$ cat config.mk
export PLATFORM = sky130hd
export DESIGN_NAME = bp_fpga_host_nbf_rx_packer
export DESIGN_NICKNAME = d
export VERILOG_FILES = /design/src/rtl/bp_fpga_host_nbf_rx_packer.sv
export SDC_FILE = /design/constraint.sdc
export NUM_CORES = 1
export LEC_CHECK = 0
export CORE_UTILIZATION = 60
export CTS_CLUSTER_DIAMETER = 150
export DETAILED_ROUTE_END_ITERATION = 16
export GPL_ROUTABILITY_DRIVEN = 0
export HOLD_SLACK_MARGIN = 0.06
export PLACE_DENSITY_LB_ADDON = 0.25
export RECOVER_POWER = 50
export SYNTH_ARGS = -nofsm -noshare
export SYNTH_HDL_FRONTEND = slang
export SYNTH_SLANG_ARGS = --single-unit
$ cat constraint.sdc
create_clock -name clk_i -period 6 [get_ports clk_i]
set_input_delay 1.2 -clock clk_i [delete_from_list [all_inputs] [get_ports clk_i]]
set_output_delay 1.2 -clock clk_i [all_outputs]
set_load 0.02 [all_outputs]
$ cat src/rtl/bp_fpga_host_nbf_rx_packer.sv
// Packs the inbound UART byte stream into NBF packets (little-endian byte order) and hands
// them to the NBF FIFO over valid/yumi; partial packets are dropped on rx errors or timeouts.
module bp_fpga_host_nbf_rx_packer #(
    parameter int nbf_addr_width_p = 40,
    parameter int nbf_data_width_p = 64,
    parameter int uart_data_bits_p = 8,
    parameter int timeout_cycles_p = 1000000,
    localparam int nbf_width_lp = 8 + nbf_addr_width_p + nbf_data_width_p,
    localparam int nbf_bytes_lp = nbf_width_lp / 8
) (
    input  logic                        clk_i,
    input  logic                        reset_n_i,
    input  logic [uart_data_bits_p-1:0] byte_i,
    input  logic                        byte_v_i,
    output logic                        byte_ready_and_o,
    input  logic                        rx_error_i,
    output logic [nbf_width_lp-1:0]     nbf_o,
    output logic                        nbf_v_o,
    input  logic                        nbf_yumi_i,
    output logic                        error_o,
    output logic [7:0]                  error_count_o
);

    localparam int count_w_lp = $clog2(nbf_bytes_lp);
    localparam int timer_w_lp = (timeout_cycles_p > 2) ? $clog2(timeout_cycles_p) : 1;
    localparam logic [count_w_lp-1:0] last_lp      = count_w_lp'(nbf_bytes_lp - 1);
    localparam logic [timer_w_lp-1:0] timer_max_lp = timer_w_lp'(timeout_cycles_p - 1);

    if (uart_data_bits_p != 8 || (nbf_addr_width_p % 8) != 0 || (nbf_data_width_p % 8) != 0)
    begin : g_param_check
        $error("bp_fpga_host_nbf_rx_packer: byte width must be 8 and NBF widths multiples of 8");
    end

    typedef enum logic {e_idle, e_recv} state_e;

    state_e                    state_q, state_d;
    logic [count_w_lp-1:0]     count_q, count_d;
    logic [timer_w_lp-1:0]     timer_q, timer_d;
    logic [nbf_width_lp-1:0]   acc_q, acc_d;
    logic [nbf_width_lp-1:0]   nbf_q, nbf_d;
    logic                      nbf_v_q, nbf_v_d;
    logic                      error_q, error_d;
    logic [7:0]                error_count_q, error_count_d;
    logic                      ready_q, ready_d;

    logic accept, stall, timeout, discard;

    // Only the final byte can be blocked, and only while the output register is still occupied.
    assign byte_ready_and_o = ready_q & ~((count_q == last_lp) & nbf_v_q & ~nbf_yumi_i);
    assign accept  = byte_v_i & byte_ready_and_o;
    assign stall   = byte_v_i & ~byte_ready_and_o;
    assign timeout = (state_q == e_recv) & (timer_q == timer_max_lp) & ~accept & ~stall;
    assign discard = rx_error_i | timeout;

    always_comb begin
        // NOTE: every _d gets a default first so no path through this block can infer a latch.
        state_d       = state_q;
        count_d       = count_q;
        timer_d       = timer_q;
        acc_d         = acc_q;
        nbf_d         = nbf_q;
        nbf_v_d       = nbf_v_q;
        error_d       = error_q;
        error_count_d = error_count_q;
        ready_d       = 1'b1;

        if (nbf_yumi_i) begin
            nbf_v_d = 1'b0;
        end

        if (discard) begin
            state_d = e_idle;
            count_d = '0;
            timer_d = '0;
            error_d = 1'b1;
            if (error_count_q != 8'hFF) begin
                error_count_d = error_count_q + 8'd1;
            end
        end else if (accept) begin
            acc_d[{count_q, 3'b000} +: 8] = byte_i;
            timer_d = '0;
            if (count_q == last_lp) begin
                nbf_d   = acc_d;
                nbf_v_d = 1'b1;
                count_d = '0;
                state_d = e_idle;
            end else begin
                count_d = count_q + 1'b1;
                state_d = e_recv;
            end
        end else if (state_q == e_recv && !stall) begin
            timer_d = timer_q + 1'b1;
        end
    end

    // NOTE: the accumulator is a plain register, not a memory array, so resetting it is cheap.
    always_ff @(posedge clk_i or negedge reset_n_i) begin
        if (!reset_n_i) begin
            state_q       <= e_idle;
            count_q       <= '0;
            timer_q       <= '0;
            acc_q         <= '0;
            nbf_q         <= '0;
            nbf_v_q       <= 1'b0;
            error_q       <= 1'b0;
            error_count_q <= '0;
            ready_q       <= 1'b0;
        end else begin
            // NOTE: non-blocking assignments so every flop samples the pre-edge values.
            state_q       <= state_d;
            count_q       <= count_d;
            timer_q       <= timer_d;
            acc_q         <= acc_d;
            nbf_q         <= nbf_d;
            nbf_v_q       <= nbf_v_d;
            error_q       <= error_d;
            error_count_q <= error_count_d;
            ready_q       <= ready_d;
        end
    end

    assign nbf_o         = nbf_q;
    assign nbf_v_o       = nbf_v_q;
    assign error_o       = error_q;
    assign error_count_o = error_count_q;

endmodule

* Yosys cells after proc, flatten, opt, wreduce, memory -nomap -nowiden
Index checks and enable logic that the tools add are counted.
Operators by class: bitwise logic cells 15, $add $sub $neg 4, reduce and logical (&&, ||, !) cells 7, shift-type cells 2, mux-type cells 14, eq/ne operators 3
Operators with widths (number):
- $bwmux 112 | 1
- $shift 8x9->112 const A | 1
- $shiftx 8x9->112 | 1
- $mux 20 | 3
- $add 20x1->20 const B | 1
- $eq 20x20->1 const B | 1
- $mux 4 | 3
- $neg 7->9 | 1
- $add 8x1->8 const B | 1
- $and 1x1->1 | 8
- $ne 8x8->1 const B | 1
- $mux 1 | 7
- $not 1->1 | 6
- $add 4x1->4 const B | 1
- $eq 4x4->1 const B | 1
- $reduce_and 2->1 | 2
- $reduce_and 3->1 | 1
- $reduce_bool 3->1 | 1
- $reduce_bool 2->1 | 1
- $logic_and 1x1->1 | 1
- $logic_not 1->1 | 1
- $or 1x1->1 | 1
Storage, ports and cells: logic and storage cells 54, output and inout bits 123, register bits after elaboration 260

* Logic depth before layout (Yosys ltp)
depth after elaboration 12, mapped depth 11, mapped depth without buffers 8

* Worst setup path before layout
OpenSTA, ideal clock, no wires.
path type input-to-output, from input port nbf_yumi_i, to output port byte_ready_and_o, path buffers 0, data required time 4.800 ns, setup slack 2.807 ns, data arrival time 1.993 ns, cell stages on the path 3, cells stage by stage nand2b_1 > o21ai_0 > inv_1
Between the ends: word-level cells in the longest chain between the ends 4
Ends and longest elaborated chain:
- start, declared | RTL line 19 | input logic nbf_yumi_i,
- $not 1->1 | RTL line 49 | assign byte_ready_and_o = ready_q & ~((count_q == last_lp) & nbf_v_q & ~nbf_yumi_i);
- $and 1x1->1 | RTL line 49
- $not 1->1 | RTL line 49
- $and 1x1->1 | RTL line 49
- end, declared | RTL line 15 | output logic byte_ready_and_o,
Every way passes these cells.

* Worst setup path after layout
Same ends and word-level chain as after synthesis.

==> reports/qor.log <==
[status] result of the run finished with violations
[status] failing checks max-capacitance violations, max-slew violations
[routing] iteration-0 DRC count of the detailed router 368
[timing] number of endpoints failing setup at the final stage 0
[placement] total of buffers placed on input and output ports 135
[die] height of the die 137 µm
[die] initial cell density of the core 61.0%
[power] leakage power 0.00669 µW
[die] area inside the core boundary 0.0180 mm²
[global_route] overall fraction of global-route tracks in use 26.4%
[die] standard-cell rows 49
[critical_path] maximum fanout encountered on the critical timing path 6
[synth] Synth Flop Type sky130_fd_sc_hd__dfrtp_1
[timing] RSZ-0062 raised after global routing no
[layout] area growth from synthesis to layout 22.3%
[timing] worst hold margin 0.477 ns
[synth] number of synthesized register bits 260
[layout] final core utilization 74.7%
[synth] portion of the post-synthesis area used by sequential elements 59.4%
[power] power consumption 3870 µW
[clocking] number of buffers added by the clock tree synthesis step 26
[die] Die W 137 µm
[layout] share of layout cells above drive strength 1 23.5%
[synth] number of enable-type register cells in the synthesized netlist 0
[synth] Async SR Flop Fraction 100%
[clocking] total clock sinks 260
[clocking] number of gates resized after cts 0
[die] I/O Pins 136
[clocking] # hold bufs at CTS 0
[critical_path] critical path's most frequent cell sky130_fd_sc_hd__clkdlybuf4s50_1
[timing] final worst clock skew 0.0141 ns
[critical_path] highest cell delay on the worst timing path 0.58 ns
[critical_path] r2r setup slk 2.56 ns
[clocking] count of buffers added by post-CTS timing repair for setup 0
[job] number of maximum-capacitance violations 1
[synth] Mapped Cells 859
[timing] Final period util 71.1%
[global_route] number of global-route vias before repair 7158
[clocking] level count of the clock H-tree 1
[critical_path] crit path launch type input port
[clocking] insertion delay to the later sink of the worst-skew pair 0.53 ns
[die] DIE AREA 0.0188 mm²
[routing] via count normalized by instance count 5.81
[worst_hold_path] worst hold-check path type reg2reg
[routing] post-route DRC violation count 0
[timing] number of hold violations in the final report 0
[synth] number of distinct library cell variants in the gate-level netlist after synthesis 50
[layout] final layout net count 1000
[synth] Ys Warns 0
[synth] cell type with the highest aggregate area in the netlist sky130_fd_sc_hd__dfrtp_1
[timing] Slew Limit Headroom -69.7%
[synth] share of the synthesized area in the top cell type 59.4%
[routing] iteration count of the initial detailed-routing pass 5
[synth] ranking of synthesized cells by area sky130_fd_sc_hd__dfrtp_1 59%, sky130_fd_sc_hd__mux2_2 18%, sky130_fd_sc_hd__mux2i_1 3.9%
[critical_path] Crit. End Element output pin
[routing] residual antenna-violating net count after detailed routing 0
[routing] overall routed net length 23800 µm
[layout] Layout fillers 1184
[layout] count of inserted antenna diode cells 0
[global_route] number of antenna violations at the first check in global routing 0
[critical_path] critical path start-end classification in2out
[placement] setup slack at placement 1.79 ns
[critical_path] cells along the critical path clkdlybuf4s50_1 > nand2b_1 > o21ai_0 > inv_1 > clkdlybuf4s50_1
[timing] final max-slew violation count 104
[clocking] cell at the root of the clock tree sky130_fd_sc_hd__clkbuf_16
[clocking] register clock-pin slew on the reported worst setup and hold paths 0.06 ns
[clocking] CTS tree yes
[critical_path] critical path's slowest cell sky130_fd_sc_hd__clkdlybuf4s50_1
[global_route] pin count of the biggest net entering global routing 158
[critical_path] Arrival @ worst endpoint 3.07 ns
[placement] post-DP HPWL 15200 µm
[critical_path] CP required 4.80 ns
[power] peak supply drop 341 µV
[global_route] wire length of the first global-routing pass 38000 µm
[routing] DR vias 7142
[power] power per cell area 289 mW/mm²
[timing] post-route setup slack 1.73 ns
[global_route] total gr overflow 0
[clocking] number of buffers on the longest clock path 3
[timing] achievable frequency 234 MHz
[synth] syn_area_per_cell 12.8 µm²
[synth] Post-Synthesis Net Count 879
[timing] setup TNS 0 ns
[timing] min cycle time layout 4.27 ns
[routing] detail-routed net length per standard cell 19.3 µm
[timing] measured slew at the worst slew-check pin 2.55 ns
[synth] post-synthesis cell area 0.0110 mm²
==> kinds of logic after synthesis <==
logic type	share of synthesized area (%)
AOI/OAI and AO/OA	5.30
xor gates and xnor gates	1.36
adders and majority gates	0.799
buffers and inverters	2.02
DFF	59.4
muxes	22.0
other	0.0342
and+or+nand+nor	9.13
==> placed cells by master (no fill, tap or decap), types with 3 or more instances in the layout <==
cell type	Yosys	final
sky130_fd_sc_hd__xnor2_1	6	6
sky130_fd_sc_hd__and3_1	16	16
sky130_fd_sc_hd__a211oi_1	3	3
sky130_fd_sc_hd__clkbuf_16	0	27
sky130_fd_sc_hd__clkdlybuf4s50_1	0	73
sky130_fd_sc_hd__xor2_1	11	11
sky130_fd_sc_hd__clkbuf_1	39	3
sky130_fd_sc_hd__nand4_1	6	6
sky130_fd_sc_hd__or2_2	3	3
sky130_fd_sc_hd__clkinv_2	0	7
sky130_fd_sc_hd__a21oi_1	16	16
sky130_fd_sc_hd__nand2b_1	5	5
sky130_fd_sc_hd__dfrtp_1	260	260
sky130_fd_sc_hd__nand3b_1	8	8
sky130_fd_sc_hd__a31oi_1	5	5
sky130_fd_sc_hd__inv_1	11	11
sky130_fd_sc_hd__mux2_2	175	175
sky130_fd_sc_hd__mux2i_1	43	43
sky130_fd_sc_hd__nand2_1	75	74
sky130_fd_sc_hd__ha_1	7	7
sky130_fd_sc_hd__dlygate4sd3_1	0	61
sky130_fd_sc_hd__and2_1	11	11
sky130_fd_sc_hd__a2bb2oi_1	8	8
sky130_fd_sc_hd__nor3_1	8	8
sky130_fd_sc_hd__or3_1	6	6
sky130_fd_sc_hd__bufinv_16	0	5
sky130_fd_sc_hd__nor2_1	36	36
sky130_fd_sc_hd__clkbuf_8	0	4
sky130_fd_sc_hd__o21ai_0	51	51
sky130_fd_sc_hd__nand3_1	17	17
==> sequential cells by signal (all words and copies together) (netlist names) <==
register       count
acc_q            112
nbf_o            112
timer_q           20
error_count_o      8
count_q            4
error_o            1
nbf_v_o            1
ready_q            1
state_q            1
==> cell usage after synthesis (2+ instances only) <==
| master | n |
|---|---|
| sky130_fd_sc_hd__dfrtp_1 | 260 |
| sky130_fd_sc_hd__o21ai_0 | 51 |
| sky130_fd_sc_hd__o21a_1 | 2 |
| sky130_fd_sc_hd__nand4_1 | 6 |
| sky130_fd_sc_hd__o211ai_1 | 2 |
| sky130_fd_sc_hd__xor2_1 | 11 |
| sky130_fd_sc_hd__a2bb2oi_1 | 8 |
| sky130_fd_sc_hd__and3_1 | 16 |
| sky130_fd_sc_hd__or2_2 | 3 |
| sky130_fd_sc_hd__mux2i_1 | 43 |
| sky130_fd_sc_hd__nand2_1 | 75 |
| sky130_fd_sc_hd__a31oi_1 | 5 |
| sky130_fd_sc_hd__nand3b_1 | 8 |
| sky130_fd_sc_hd__a21oi_1 | 16 |
| sky130_fd_sc_hd__nor4_1 | 2 |
| sky130_fd_sc_hd__ha_1 | 7 |
| sky130_fd_sc_hd__buf_1 | 2 |
| sky130_fd_sc_hd__mux2_2 | 175 |
| sky130_fd_sc_hd__o21ai_2 | 2 |
| sky130_fd_sc_hd__nor3_1 | 8 |
| sky130_fd_sc_hd__nand3_1 | 17 |
| sky130_fd_sc_hd__xnor2_1 | 6 |
| sky130_fd_sc_hd__nand2b_1 | 5 |
| sky130_fd_sc_hd__a211oi_1 | 3 |
| sky130_fd_sc_hd__and2_1 | 11 |
| sky130_fd_sc_hd__buf_2 | 3 |
| sky130_fd_sc_hd__inv_1 | 11 |
| sky130_fd_sc_hd__or3_1 | 6 |
| sky130_fd_sc_hd__clkbuf_1 | 39 |
| sky130_fd_sc_hd__nor2_1 | 36 |
==> critical path: cells and delay by family <==
kind,cells,cell delay (ns)
AOI/OAI and AO/OA,1,0.55
buffers and inverters,3,1.15
and+or+nand+nor,1,0.18
==> final cells by class <==
class / count / area, µm² / area share [%]
multi-input cells: 543 / 4240 / 31.6
repair buffers: 138 / 1390 / 10.4
inverters: 11 / 41.3 / 0.308
clock buffers: 34 / 742 / 5.53
well taps: 229 / 287 / 2.14
clock inverters: 14 / 200 / 1.49
flip-flops and latches: 260 / 6510 / 48.5
==> routing by layer <==
metal | wire, µm | part of all wire [%] | track usage (%) | vias up
met2 | 11600 | 49 | 42.8 | 184
met4 | 443 | 1.9 | 7.02 | 0
li1 | - | - | - | 3270
met5 | 0 | 0 | 0 | -
met1 | 10700 | 45 | 37.8 | 3650
met3 | 1040 | 4.4 | 3.41 | 38
==> stage by stage <==
step                instances  area, µm²
global placement         1181      12500
CTS                      1229      13400
floorplan                 859      11000
finish                   1229      13400
detailed placement       1181      12500
global route             1229      13400
==> path summary, 6_finish.rpt <==
path                                   startpoint               endpoint  cells past startpoint
max                                    nbf_yumi_i       byte_ready_and_o                      5
min                           error_o$_DFFE_PN0N_    error_o$_DFFE_PN0N_                      1
max reg2reg                count_q[0]$_DFFE_PN0P_  nbf_o[35]$_DFFE_PN0P_                      6
min reg2reg                   error_o$_DFFE_PN0N_    error_o$_DFFE_PN0N_                      1
max in group asynchronous               reset_n_i   acc_q[7]$_DFFE_PN0P_                      2
min in group asynchronous               reset_n_i  nbf_o[29]$_DFFE_PN0P_                      1
==> report_power, final <==
| part | total, µW | internal [µW] | switching (µW) |
|---|---|---|---|
| Clock | 1750 | 1090 | 670 |
| Sequential | 1850 | 1800 | 53.1 |
| Combinational | 263 | 109 | 154 |
| Total | 3870 | 2990 | 877 |
Note: power is estimated with default switching activity, not from simulation.
